## src/rtl/rle_stream_scheduler_if.sv

```systemverilog
// Bundles the requester, compressor and token-side signals of the RLE stream scheduler.
// master = scheduler side, slave = surrounding sources, compressor and token sink.
interface rle_stream_scheduler_if #(
    parameter int unsigned NUM_CH = 4
);
    localparam int unsigned CH_W = $clog2(NUM_CH);

    logic [NUM_CH-1:0]   req_valid;
    logic [NUM_CH-1:0]   req_ready;
    logic [NUM_CH*8-1:0] req_data;
    logic [NUM_CH-1:0]   req_last;

    logic [7:0]          cmp_data_in;
    logic                cmp_valid_in;
    logic                cmp_rst_n;
    logic [7:0]          cmp_data_out;
    logic [7:0]          cmp_count_out;
    logic                cmp_valid_out;

    logic                tok_valid;
    logic [7:0]          tok_data;
    logic [7:0]          tok_count;
    logic [CH_W-1:0]     tok_ch;
    logic                tok_last;

    modport master (
        input  req_valid, req_data, req_last,
        input  cmp_data_out, cmp_count_out, cmp_valid_out,
        output req_ready,
        output cmp_data_in, cmp_valid_in, cmp_rst_n,
        output tok_valid, tok_data, tok_count, tok_ch, tok_last
    );

    modport slave (
        output req_valid, req_data, req_last,
        output cmp_data_out, cmp_count_out, cmp_valid_out,
        input  req_ready,
        input  cmp_data_in, cmp_valid_in, cmp_rst_n,
        input  tok_valid, tok_data, tok_count, tok_ch, tok_last
    );
endinterface

```

## src/rtl/rle_stream_scheduler.sv

```systemverilog
// Round-robin scheduler sharing one rle_compressor among NUM_CH byte-stream requesters.
// Each packet is streamed, flushed with a differing byte, drained, then the compressor is cleared.
module rle_stream_scheduler #(
    parameter int unsigned NUM_CH = 4
) (
    input  logic                          clk,
    input  logic                          rst_n,
    rle_stream_scheduler_if.master        sched_if,
    output logic                          busy_o,
    output logic [15:0]                   pkt_done_o
);
    localparam int unsigned CH_W = $clog2(NUM_CH);
    localparam logic [7:0]  FLUSH_XOR = 8'h01;

    typedef enum logic [2:0] {
        IDLE   = 3'd0,
        STREAM = 3'd1,
        FLUSH  = 3'd2,
        DRAIN1 = 3'd3,
        DRAIN2 = 3'd4,
        CLEAR  = 3'd5
    } state_e;

    state_e            state_q, state_d;
    logic [CH_W-1:0]   grant_q, grant_d;
    logic [CH_W-1:0]   rr_q, rr_d;
    logic [CH_W-1:0]   pick;
    logic              found;
    int unsigned       idx;
    logic [7:0]        shadow_q, shadow_d;
    logic [7:0]        cmp_data_q, cmp_data_d;
    logic              cmp_valid_q, cmp_valid_d;
    logic              cmp_rst_q, cmp_rst_d;
    logic [NUM_CH-1:0] ready_q, ready_d;
    logic              tok_valid_q, tok_valid_d;
    logic              tok_last_q, tok_last_d;
    logic [7:0]        tok_data_q, tok_count_q;
    logic [CH_W-1:0]   tok_ch_q;
    logic              busy_q, busy_d;
    logic [15:0]       pkt_q, pkt_d;
    logic [7:0]        beat_data;
    logic              beat_acc;
    logic              beat_last;
    logic              in_pkt;

    // Round-robin search starting one past the previous grant
    always_comb begin
        found = 1'b0;
        pick  = rr_q;
        idx   = 0;
        for (int unsigned k = 1; k <= NUM_CH; k++) begin
            idx = (32'(rr_q) + k) % NUM_CH;
            if (!found && sched_if.req_valid[CH_W'(idx)]) begin
                found = 1'b1;
                pick  = CH_W'(idx);
            end
        end
    end

    assign beat_data = sched_if.req_data[{grant_q, 3'b000} +: 8];
    assign beat_acc  = (state_q == STREAM) && sched_if.req_valid[grant_q] && ready_q[grant_q];
    assign beat_last = sched_if.req_last[grant_q];
    assign in_pkt    = state_q inside {STREAM, FLUSH, DRAIN1, DRAIN2};

    always_comb begin
        state_d     = state_q;
        grant_d     = grant_q;
        rr_d        = rr_q;
        shadow_d    = shadow_q;
        cmp_data_d  = cmp_data_q;
        cmp_valid_d = 1'b0;
        cmp_rst_d   = 1'b1;
        pkt_d       = pkt_q;

        unique case (state_q)
            IDLE: begin
                if (found) begin
                    grant_d = pick;
                    rr_d    = pick;
                    state_d = STREAM;
                end
            end
            STREAM: begin
                if (beat_acc) begin
                    cmp_valid_d = 1'b1;
                    cmp_data_d  = beat_data;
                    shadow_d    = beat_data;
                    if (beat_last) state_d = FLUSH;
                end
            end
            FLUSH: begin
                // A byte guaranteed to differ from the last real one pushes out the final run
                cmp_valid_d = 1'b1;
                cmp_data_d  = shadow_q ^ FLUSH_XOR;
                state_d     = DRAIN1;
            end
            DRAIN1: state_d = DRAIN2;
            DRAIN2: begin
                // Clearing the compressor discards the dummy flush run
                cmp_rst_d = 1'b0;
                pkt_d     = pkt_q + 16'd1;
                state_d   = CLEAR;
            end
            CLEAR:   state_d = IDLE;
            default: state_d = IDLE;
        endcase

        ready_d     = (state_d == STREAM) ? (NUM_CH'(1) << grant_d) : '0;
        busy_d      = (state_d != IDLE);
        tok_valid_d = in_pkt && sched_if.cmp_valid_out;
        tok_last_d  = (state_q == DRAIN2) && sched_if.cmp_valid_out;
    end

    always_ff @(posedge clk) begin
        if (!rst_n) begin
            state_q     <= IDLE;
            grant_q     <= '0;
            rr_q        <= CH_W'(NUM_CH - 1);
            shadow_q    <= '0;
            cmp_data_q  <= '0;
            cmp_valid_q <= 1'b0;
            cmp_rst_q   <= 1'b0;
            ready_q     <= '0;
            tok_valid_q <= 1'b0;
            tok_last_q  <= 1'b0;
            tok_data_q  <= '0;
            tok_count_q <= '0;
            tok_ch_q    <= '0;
            busy_q      <= 1'b0;
            pkt_q       <= '0;
        end else begin
            state_q     <= state_d;
            grant_q     <= grant_d;
            rr_q        <= rr_d;
            shadow_q    <= shadow_d;
            cmp_data_q  <= cmp_data_d;
            cmp_valid_q <= cmp_valid_d;
            cmp_rst_q   <= cmp_rst_d;
            ready_q     <= ready_d;
            tok_valid_q <= tok_valid_d;
            tok_last_q  <= tok_last_d;
            tok_data_q  <= sched_if.cmp_data_out;
            tok_count_q <= sched_if.cmp_count_out;
            tok_ch_q    <= grant_q;
            busy_q      <= busy_d;
            pkt_q       <= pkt_d;
        end
    end

    assign sched_if.req_ready    = ready_q;
    assign sched_if.cmp_data_in  = cmp_data_q;
    assign sched_if.cmp_valid_in = cmp_valid_q;
    assign sched_if.cmp_rst_n    = cmp_rst_q;
    assign sched_if.tok_valid    = tok_valid_q;
    assign sched_if.tok_data     = tok_data_q;
    assign sched_if.tok_count    = tok_count_q;
    assign sched_if.tok_ch       = tok_ch_q;
    assign sched_if.tok_last     = tok_last_q;
    assign busy_o                = busy_q;
    assign pkt_done_o            = pkt_q;
endmodule

```

## src/flat_wrapper.sv

```systemverilog
// flat-port wrapper written by rule: the top's interface ports become plain ports
module rle_stream_scheduler_flat 
#(
    parameter int unsigned NUM_CH = 4
)
  (clk, rst_n, busy_o, pkt_done_o, sched_if_req_valid, sched_if_req_data, sched_if_req_last, sched_if_cmp_data_out, sched_if_cmp_count_out, sched_if_cmp_valid_out, sched_if_req_ready, sched_if_cmp_data_in, sched_if_cmp_valid_in, sched_if_cmp_rst_n, sched_if_tok_valid, sched_if_tok_data, sched_if_tok_count, sched_if_tok_ch, sched_if_tok_last);
  rle_stream_scheduler_if #(.NUM_CH(NUM_CH)) sched_if_i ();
  input  logic clk;
  input  logic rst_n;
  output logic busy_o;
  output logic [15:0] pkt_done_o;
  input wire logic [$bits(sched_if_i.req_valid)-1:0] sched_if_req_valid;
  input wire logic [$bits(sched_if_i.req_data)-1:0] sched_if_req_data;
  input wire logic [$bits(sched_if_i.req_last)-1:0] sched_if_req_last;
  input wire logic [$bits(sched_if_i.cmp_data_out)-1:0] sched_if_cmp_data_out;
  input wire logic [$bits(sched_if_i.cmp_count_out)-1:0] sched_if_cmp_count_out;
  input wire logic [$bits(sched_if_i.cmp_valid_out)-1:0] sched_if_cmp_valid_out;
  output wire logic [$bits(sched_if_i.req_ready)-1:0] sched_if_req_ready;
  output wire logic [$bits(sched_if_i.cmp_data_in)-1:0] sched_if_cmp_data_in;
  output wire logic [$bits(sched_if_i.cmp_valid_in)-1:0] sched_if_cmp_valid_in;
  output wire logic [$bits(sched_if_i.cmp_rst_n)-1:0] sched_if_cmp_rst_n;
  output wire logic [$bits(sched_if_i.tok_valid)-1:0] sched_if_tok_valid;
  output wire logic [$bits(sched_if_i.tok_data)-1:0] sched_if_tok_data;
  output wire logic [$bits(sched_if_i.tok_count)-1:0] sched_if_tok_count;
  output wire logic [$bits(sched_if_i.tok_ch)-1:0] sched_if_tok_ch;
  output wire logic [$bits(sched_if_i.tok_last)-1:0] sched_if_tok_last;
  assign sched_if_i.req_valid = sched_if_req_valid;
  assign sched_if_i.req_data = sched_if_req_data;
  assign sched_if_i.req_last = sched_if_req_last;
  assign sched_if_i.cmp_data_out = sched_if_cmp_data_out;
  assign sched_if_i.cmp_count_out = sched_if_cmp_count_out;
  assign sched_if_i.cmp_valid_out = sched_if_cmp_valid_out;
  assign sched_if_req_ready = sched_if_i.req_ready;
  assign sched_if_cmp_data_in = sched_if_i.cmp_data_in;
  assign sched_if_cmp_valid_in = sched_if_i.cmp_valid_in;
  assign sched_if_cmp_rst_n = sched_if_i.cmp_rst_n;
  assign sched_if_tok_valid = sched_if_i.tok_valid;
  assign sched_if_tok_data = sched_if_i.tok_data;
  assign sched_if_tok_count = sched_if_i.tok_count;
  assign sched_if_tok_ch = sched_if_i.tok_ch;
  assign sched_if_tok_last = sched_if_i.tok_last;
  rle_stream_scheduler #(.NUM_CH(NUM_CH)) u_core (.clk(clk), .rst_n(rst_n), .sched_if(sched_if_i), .busy_o(busy_o), .pkt_done_o(pkt_done_o));
endmodule
```

## config.mk

```make
export PLATFORM = sky130hd
export DESIGN_NAME = rle_stream_scheduler_flat
export DESIGN_NICKNAME = d
export VERILOG_FILES = /design/src/rtl/rle_stream_scheduler_if.sv /design/src/rtl/rle_stream_scheduler.sv /design/src/flat_wrapper.sv
export SDC_FILE = /design/constraint.sdc
export NUM_CORES = 1
export LEC_CHECK = 0
export ABC_AREA = 1
export BUFFER_PORTS_ARGS = -buffer_cell sky130_fd_sc_hd__buf_2
export CAP_MARGIN = 20
export CORE_MARGIN = 3
export CORE_UTILIZATION = 45
export CTS_CLUSTER_SIZE = 24
export DETAILED_ROUTE_END_ITERATION = 7
export HOLD_SLACK_MARGIN = 0.12
export PLACE_DENSITY_LB_ADDON = 0.12
export SYNTH_ARGS = -nofsm -noshare
export SYNTH_HDL_FRONTEND = slang
export SYNTH_SLANG_ARGS = --single-unit
```

## constraint.sdc

```tcl
create_clock -name clk -period 1.9 [get_ports clk]
set_input_delay 0.19 -clock clk [delete_from_list [all_inputs] [get_ports clk]]
set_output_delay 0.19 -clock clk [all_outputs]
set_load 0.01 [all_outputs]
```

==> results.cfg, run 1 <==
[setup_path]
critPathBufInv = 1
reg2reg_depth = 12
cp_data_arrival_time_ps = 1920
crit_path_max_fanout = 6
crit_path_start_kind = flop
cp-end-kind = flop
cp_cell_sequence = inv_2 -> nand2_1 -> nand2_1 -> nand2_2 -> nand2_2 -> nor2_4 -> nand3_2 -> nand2_4 -> nand2_1 -> nand2_2 -> nand4_1 -> nor2_1
rr_endpoint = u_core.sched_if.req_ready[3]
reg2reg_slack_ps = 250
cp.required_ps = 2170
path_class = reg2reg
max_stage_delay_ps = 450
crit_family = simple AND/OR/NAND/NOR gates
cp_slowest_cell = dfxtp_1
r2r_start = u_core.rr_q[1]

[floorplanning]
die_h_um = 86.61
io_pins = 110
die_x_um = 86.61
die_area_um2 = 7501
initial_utilization_pct = 47.97
rows = 28
core_area_um2 = 6096

[run]
maxCapViolations = 0

[power_and_ir_drop]
p_int_mw = 2.836
netSwitchingPower_mw = 1.660
p_per_area_nw_per_um2 = 1149
p_leak_nw = 2.024
p_sw_share_pct = 36.91
irDropWorstVdd_mv = 0.6599
combinationalPowerShare_pct = 35.7
power_frac_seq_pct = 38.0
clkPwrFrac_pct = 26.4

[synthesis]
synthTopCellsByCount = nand2_1, dfxtp_1, nor2_1
synth.most_common_cell = nand2_1
yosysSeqAreaShare_pct = 45.19
syn_nets = 474
postSynthCellCount = 414
synth_cell_types = 36
synthArstFlopShare_pct = 0
yosysWarnings = 0
yosysTopAreaCell = dfxtp_1
synth.area.top_cells = dfxtp_1, nand2_1, nor2_1, inv_1, o21ai_0
yosys.area.top_type_share_pct = 45.19
synth_area_um2 = 2924
synth-edff-count = 0
synth_ff_type = dfxtp_1
yosys_register_bits = 66
avgSynthCellArea_um2 = 7.063

[sta]
max_freq_ghz = 0.6051
period_share_pct = 86.97
tns_ps = 0
hold-worst-slack_ps = 133.2
setup_viol = 0
slew-limit-headroom_pct = 67.83
hold_viol = 0
fin_crit_ps = 1653
worst_clock_skew_ps = 5.236
worstMarginPinSlew_ps = 478.9
rsz0062_at_grt = false
final_max_slew_viol_count = 0

[drt]
dr_total_vias = 3076
via_per_inst = 4.929
drtIter0Drc = 112
ant_nets = 0
routedWlPerCell_um = 12.54
dr.pass1.iters = 4
drc_errors = 0
drt-total-wl_um = 7827

[placed_design]
place.detailed.hpwl_um = 5608
gp_congestion = 0.8593
io_buffer_count = 109

[layout]
nFillCells = 567
fin_nets = 604
syn_to_final_growth_pct = 33.85
final_layout_size_suffix_gt1_share_pct = 29.14
antennaDiodeCount = 0

[clock_tree]
clock_sinks = 66
clock_path_buffers = 2
numCtsBuffers = 9
root_buffer = clkbuf_8
ctsHtreeMaxLevel = 3
clk_transition_reported_paths_ps = 70
insertion_delay_ps = 340
cts_tree = done
cts_setup_buffers = 0

[status]
status = finished clean

[global_route]
grt_usage_pct = 21.03
overflow = 0
grt_max_degree = 30
antenna_found_initial = 0
grt_pass1_wl_um = 12450
grt_pass1_vias = 2730

[hold_path]
min-delay-start = sched_if_cmp_valid_out
holdCritPathClass = in2reg
min_to = u_core.sched_if.tok_last
whs_path_depth = 3
## logic make-up (layout without fill, tap and decap cells)
| group | count (synthesis) | in the layout | share of synthesized area [%] |
|---|---|---|---|
| compound gates | 67 | 67 | 12.54 |
| xor+xnor | 4 | 4 | 1.198 |
| fa+ha+maj | 1 | 1 | 0.4278 |
| buf+inv | 63 | 198 | 8.686 |
| flops | 66 | 66 | 45.19 |
| simple gates | 213 | 213 | 31.96 |
## per-stage QoR
stage	worst slack, ps	instance area, um2	power (mW)	cells	util, %
finish	247.5	3914	4.496	624	64.20
global route	40.70	3914	4.828	624	64.20
CTS	124.5	3913	4.514	624	64.18
detailed placement	143.9	3555	3.297	592	58.31
global placement	174.8	3555	3.275	592	58.31
floorplan	451.7	2924	2.855	414	-
## cell usage in the layout, fill, tap and decap left out, types with 2 or more instances in the layout
| cell type | count |
|---|---|
| dlygate4sd3_1 | 16 |
| inv_1 | 42 |
| nand3_2 | 2 |
| o21ai_1 | 2 |
| o21ai_0 | 26 |
| nor2_2 | 2 |
| nor2_1 | 52 |
| nand2_1 | 110 |
| buf_4 | 7 |
| dfxtp_1 | 65 |
| or2_2 | 2 |
| buf_2 | 109 |
| nand2_2 | 12 |
| o22ai_1 | 8 |
| nand4_1 | 4 |
| clkbuf_1 | 3 |
| xor2_1 | 3 |
| a21oi_1 | 19 |
| inv_2 | 6 |
| o211ai_1 | 2 |
| nor3_1 | 7 |
| nand3_1 | 15 |
| a31oi_1 | 8 |
| clkbuf_8 | 11 |
| nor3_2 | 2 |
## cell type report
cell class                 instances  area [um2]  area share, %
clock inverter                     2       35.03         0.8951
clock buffer                      14       162.7          4.156
multi-input combinational        285        1349          34.46
timing repair buffer             132       758.2          19.37
sequential                        66        1323          33.79
tap                               75       93.84          2.398
inverter                          50       192.7          4.923
## worst reg2reg max path, delay by kind of cell (launching register included)
kind / cells / cell delay, ps
AND/OR/NAND/NOR: 11 / 1030
flip-flops: 1 / 450
buffers and inverters: 1 / 110
## layer usage
metal  routed length, um  GRT usage (%)  share of wire [%]
met1                3388          25.91                 43
met2                3704          34.01                 47
met3                 598          6.274                7.6
met4                 136          9.065                1.7
met5                   0              0                  0
## power groups by stage
| stage | combinational [mW] | sequential (mW) | clock [mW] |
|---|---|---|---|
| finish | 1.60 | 1.71 | 1.19 |
| global route | 1.80 | 1.73 | 1.29 |
| CTS | 1.60 | 1.70 | 1.21 |
| detailed placement | 1.57 | 1.73 | 0 |
| global placement | 1.55 | 1.73 | 0 |
| floorplan | 1.11 | 1.74 | 0 |
## repair_timing
action                                  in CTS  in global routing
resized for setup                            0                  2
endpoints found under the setup margin       0                  6
endpoints found under the hold margin       16                  0
hold buffers                                16                  0
## how the worst max path moves through the flow
stage                 startpoint                      endpoint  slack, ps  cells after the start
3_3_place_gp      u_core.rr_q[0]                 u_core.busy_o        170                     11
6_report          u_core.rr_q[1]  u_core.sched_if.req_ready[3]        250                     12
5_1_grt        u_core.state_q[0]         u_core.pkt_done_o[14]         40                     10
2_1_floorplan  u_core.state_q[0]         u_core.pkt_done_o[14]        450                     10
4_1_cts           u_core.rr_q[0]  u_core.sched_if.req_ready[3]        120                     12
3_5_place_dp      u_core.rr_q[0]  u_core.sched_if.req_ready[3]        140                     12
## flip-flops by register name, summed over array words and instances (netlist names), 2 cells and up
name,count
u_core.grant_q,2
u_core.pkt_done_o,16
u_core.rr_q,2
u_core.sched_if.cmp_data_in,8
u_core.sched_if.req_ready,4
u_core.sched_if.tok_ch,2
u_core.sched_if.tok_count,8
u_core.sched_if.tok_data,8
u_core.shadow_q,8
u_core.state_q,3
Note: power is estimated with default switching activity, not from simulation.
==> run 2: changes to the inputs <==
--- a/config.mk
+++ b/config.mk
@@ -12,7 +12,8 @@
 export CORE_UTILIZATION = 45
 export CTS_CLUSTER_SIZE = 24
 export DETAILED_ROUTE_END_ITERATION = 7
-export HOLD_SLACK_MARGIN = 0.12
+export GPL_TIMING_DRIVEN = 0
+export HOLD_SLACK_MARGIN = 0.02
 export PLACE_DENSITY_LB_ADDON = 0.12
 export SYNTH_ARGS = -nofsm -noshare
 export SYNTH_HDL_FRONTEND = slang
==> run 2 against run 1 <==
  * Maximum frequency fell by 2.4%
  * Largest cell class unchanged
  * Critical endpoint is now u_core.sched_if.cmp_data_in[5]
  * First-iteration DRC count rose by 13%
  * Combinational power about the same
  * Via count shrank 2.1%
  * Highest routed layer unchanged
  * Sequential share of layout area is 0.94 points higher
==> results.cfg, run 2 (synthesized netlist as in run 1, its figures left out) <==
[layout]
layoutNonFillerInstCount = 614
final_common_cell = buf_2
layout_common_cells = buf_2, nand2_1, dfxtp_1
final_layout_size_suffix_gt1_share_pct = 30.24
fin_nets = 594
antennaDiodeCount = 0
largest_reg_flops = 16
syn_to_final_growth_pct = 30.21
nFillCells = 583

[run]
maxCapViolations = 0

[floorplanning]
core_area_um2 = 6096
io_pins = 110
die_h_um = 86.61
rows = 28
die_area_um2 = 7501
die_x_um = 86.61
initial_utilization_pct = 47.97

[drt]
dr.pass1.iters = 4
dr_wl_met2_um = 3684
drc_errors = 0
wirelength_met1_um = 3347
routedWlPerCell_um = 12.50
dr_total_vias = 3011
drtIter0Drc = 126
ant_nets = 0
via_per_inst = 4.904
met3_length_um = 520
drt-total-wl_um = 7674
highest_layer = met4

[setup_path]
crit_family = buffers and inverters
crit_path_max_fanout = 10
cp_cell_sequence = buf_2 -> clkbuf_1 -> nor2_1 -> o22ai_1 -> nand2_1 -> a31oi_1
cp_slowest_cell = clkbuf_1
cp.required_ps = 2170
max_stage_delay_ps = 400
path_class = reg2reg
critPathBufInv = 2
crit_path_start_kind = flop
cp_data_arrival_time_ps = 1960
cp-end-kind = flop

[placed_design]
gp_congestion = 0.9152
dp_cells = 597
place.detailed.hpwl_um = 5873
io_buffer_count = 108

[clock_tree]
numCtsBuffers = 9
root_buffer = clkbuf_8
clock_path_buffers = 2
insertion_delay_ps = 340
cts_tree = done
cts_setup_buffers = 0
clock_sinks = 66
clk_transition_reported_paths_ps = 70
ctsHtreeMaxLevel = 3

[sta]
final_max_slew_viol_count = 0
worst_clock_skew_ps = 8.700
period_share_pct = 89.15
fin_crit_ps = 1694
slew-limit-headroom_pct = 63.88
setup_viol = 0
tns_ps = 0
rsz0062_at_grt = false
worstMarginPinSlew_ps = 541.8
hold_viol = 0
max_freq_ghz = 0.5903

[power_and_ir_drop]
p_leak_nw = 1.960
netSwitchingPower_mw = 1.685
combinationalPowerShare_pct = 35.5
clkPwrFrac_pct = 27.6
power_frac_seq_pct = 36.9
p_sw_share_pct = 37.09
p_int_mw = 2.857
p_per_area_nw_per_um2 = 1193
total_power_mw = 4.542
irDropWorstVdd_mv = 0.6559

[global_route]
grt_pass1_vias = 2817
overflow = 0
grt_max_degree = 12
grt_pass1_wl_um = 12460
grt_usage_pct = 21.04
antenna_found_initial = 0

[hold_path]
holdCritPathClass = in2reg

[status]
status = finished clean
==> run 2: cell types whose count changed in the layout (fill, tap and decap cells not counted), moves of 2 or more <==
cell	previous run	this run
buf_2	109	111
clkbuf_1	3	8
buf_4	7	0
dlygate4sd3_1	16	1
clkinvlp_4	0	2
==> run 2: through the flow <==
step | hold WS, ps | instance area (um2) | util [%] | worst slack, ps
6_report | 30.02 | 3807 | 62.46 | 206.1
5_1_grt | 27.00 | 3807 | 62.46 | 17.81
4_1_cts | 20.63 | 3784 | 62.07 | 75.85
3_5_place_dp | 374.9 | 3558 | 58.37 | 89.51
3_3_place_gp | 369.5 | 3558 | 58.37 | 93.40
2_1_floorplan | 287.6 | 2924 | - | 451.7
==> run 2: worst paths after layout <==
check	slack, ps	cells past startpoint	start	endpoint
min reg2reg	470	2	u_core.shadow_q[1]	u_core.shadow_q[1]
max reg2reg	210	6	u_core.grant_q[0]	u_core.sched_if.cmp_data_in[5]
max	210	6	u_core.grant_q[0]	u_core.sched_if.cmp_data_in[5]
min	30	3	sched_if_cmp_count_out[3]	u_core.sched_if.tok_count[3]
==> run 2: power groups by stage <==
stage               combinational, mW  sequential (mW)  clock [mW]
global placement                 1.57             1.70           0
global route                     1.83             1.70        1.35
CTS                              1.60             1.68        1.26
detailed placement               1.60             1.71           0
finish                           1.61             1.68        1.25
floorplan                        1.11             1.74           0
==> run 2: repair_timing <==
item | CTS | global route
resized for setup | 0 | 6
endpoints found under the setup margin | 0 | 14
hold buffers | 1 | 0
hold endpoints to repair | 1 | 0
==> run 2: layer usage <==
metal	track usage, %	up-vias
met3	5.608	13
met5	0	-
met4	8.074	0
li1	-	1562
met1	26.21	1346
met2	34.70	90
==> run 2: cell type report <==
| type | instances | area (um2) | share of cell area, % |
|---|---|---|---|
| tap | 75 | 93.84 | 2.465 |
| multi-input combinational | 285 | 1368 | 35.92 |
| timing repair buffer | 109 | 550.5 | 14.46 |
| clock buffer | 13 | 168.9 | 4.436 |
| inverter | 50 | 196.4 | 5.159 |
| clock inverter | 3 | 46.29 | 1.216 |
| sequential | 66 | 1323 | 34.74 |
| buffer | 13 | 61.31 | 1.610 |
==> run 2: worst min-delay path: stages <==
cell	delay (ps)
buf_2	70
nand2_1	40
inv_1	40
==> run 3: changes to the inputs <==
--- a/config.mk
+++ b/config.mk
@@ -10,6 +10,7 @@
 export CAP_MARGIN = 20
 export CORE_MARGIN = 3
 export CORE_UTILIZATION = 45
+export CTS_BUF_LIST = sky130_fd_sc_hd__clkbuf_8 sky130_fd_sc_hd__clkbuf_16
 export CTS_CLUSTER_SIZE = 24
 export DETAILED_ROUTE_END_ITERATION = 7
 export GPL_TIMING_DRIVEN = 0
==> run 3 against run 2 <==
  * Utilization did not move
  * Non-clock buffer count did not move
  * Design area did not move
  * Critical path depth did not move
  * Register-to-register slack barely moved
  * Via count rose by 0.56%
  * Highest routed layer unchanged
  * First-iteration DRC count fell by 7.1%
==> results.cfg, run 3 (synthesized netlist as in run 1, its figures left out) <==
[global_route]
grt_max_degree = 12
met1_usage_pct = 26.21
busiest_layer = met2
met3_usage_pct = 5.608
grt_usage_pct = 21.04
grt_pass1_wl_um = 12460
overflow = 0
grt_pass1_vias = 2817
met2_usage_pct = 34.70
antenna_found_initial = 0

[hold_path]
whs_path_depth = 3
holdCritPathClass = in2reg

[setup_path]
crit_path_max_fanout = 10
cp-end-kind = flop
crit_path_start_kind = flop
path_class = reg2reg
cp_data_arrival_time_ps = 1960
reg2reg_depth = 6
cp.required_ps = 2170

[placed_design]
gp_congestion = 0.9152
dpl-instance-area_um2 = 3558
place.detailed.hpwl_um = 5873
io_buffer_count = 108

[floorplanning]
rows = 28
core_area_um2 = 6096
initial_utilization_pct = 47.97
die_h_um = 86.61
die_x_um = 86.61
io_pins = 110
die_area_um2 = 7501

[clock_tree]
root_buffer = clkbuf_8
clk_transition_reported_paths_ps = 70
insertion_delay_ps = 340
numCtsBuffers = 9
ctsHtreeMaxLevel = 3
clock_sinks = 66
clock_path_buffers = 2
cts_tree = done

[drt]
drt-total-wl_um = 7654
via_per_inst = 4.932
dr.pass1.iters = 5
drtIter0Drc = 117
dr_total_vias = 3028
ant_nets = 0
drc_errors = 0
routedWlPerCell_um = 12.47

[layout]
layout_common_cells = buf_2, nand2_1, dfxtp_1
fin_area_um2 = 3807
antennaDiodeCount = 0
syn_to_final_growth_pct = 30.21
final_common_cell = buf_2
fin_nets = 594
largest_reg_flops = 16
final_layout_size_suffix_gt1_share_pct = 30.24
fin_util_pct = 62.46

[sta]
rsz0062_at_grt = false
setup_viol = 0
fin_crit_ps = 1690
slew-limit-headroom_pct = 64.24
tns_ps = 0
max_freq_ghz = 0.5917
worstMarginPinSlew_ps = 536.4
final_max_slew_viol_count = 0
period_share_pct = 88.95
hold_viol = 0
worst_clock_skew_ps = 8.721

[power_and_ir_drop]
p_per_area_nw_per_um2 = 1192
p_leak_nw = 1.965
irDropWorstVdd_mv = 0.6559

[status]
status = finished clean

[run]
maxCapViolations = 0
## run 3: cell type report
cell class / instances / area [um2]
fillers: 583 / 2288
clock buffers: 12 / 165.2
repair buffers: 109 / 550.5
well taps: 75 / 93.84
clock inverters: 4 / 50.05
flip-flops and latches: 66 / 1323
inverters: 50 / 196.4
plain buffers: 13 / 61.31
multi-input cells: 285 / 1368
## run 3: critical path, cell delays in order, from the launching register on
cell and delay (ps):
dfxtp_1 390, buf_2 230, clkbuf_1 410, nor2_1 80, o22ai_1 220, nand2_1 120
a31oi_1 170
## run 3: final timing paths
kind	from	end	slack, ps
setup / recovery	u_core.grant_q[0]	u_core.sched_if.cmp_data_in[5]	210
hold / removal	sched_if_cmp_count_out[3]	u_core.sched_if.tok_count[3]	30
setup reg to reg	u_core.grant_q[0]	u_core.sched_if.cmp_data_in[5]	210
hold reg to reg	u_core.shadow_q[1]	u_core.shadow_q[1]	470
## run 3: what timing repair did
action	in CTS	in global routing
hold buffers	1	0
endpoints found under the setup margin	0	14
gates resized for setup	0	6
buffers inserted	0	0
hold endpoints to repair	1	0
## run 3: power by group
group / leakage [nW] / switching (mW) / internal [mW]
registers: 0.540 / 0.109 / 1.57
logic: 1.31 / 1.04 / 0.572
clock network: 0.110 / 0.539 / 0.711
## run 3: per-stage QoR
stage	power [mW]	cells	hold slack, ps	worst slack, ps
floorplan	2.855	414	287.6	451.7
CTS	4.538	614	20.33	75.85
global route	4.875	614	26.87	17.81
finish	4.540	614	27.85	210.0
global placement	3.272	597	369.5	93.40
detailed placement	3.301	597	374.9	89.51
## run 3: routing by layer
layer	share of wire (%)	vias to the layer above	routed length, um
met3	6.8	17	521
met2	48	95	3668
met1	43	1353	3326
li1	-	1563	-
met5	0	-	0
met4	1.8	0	137
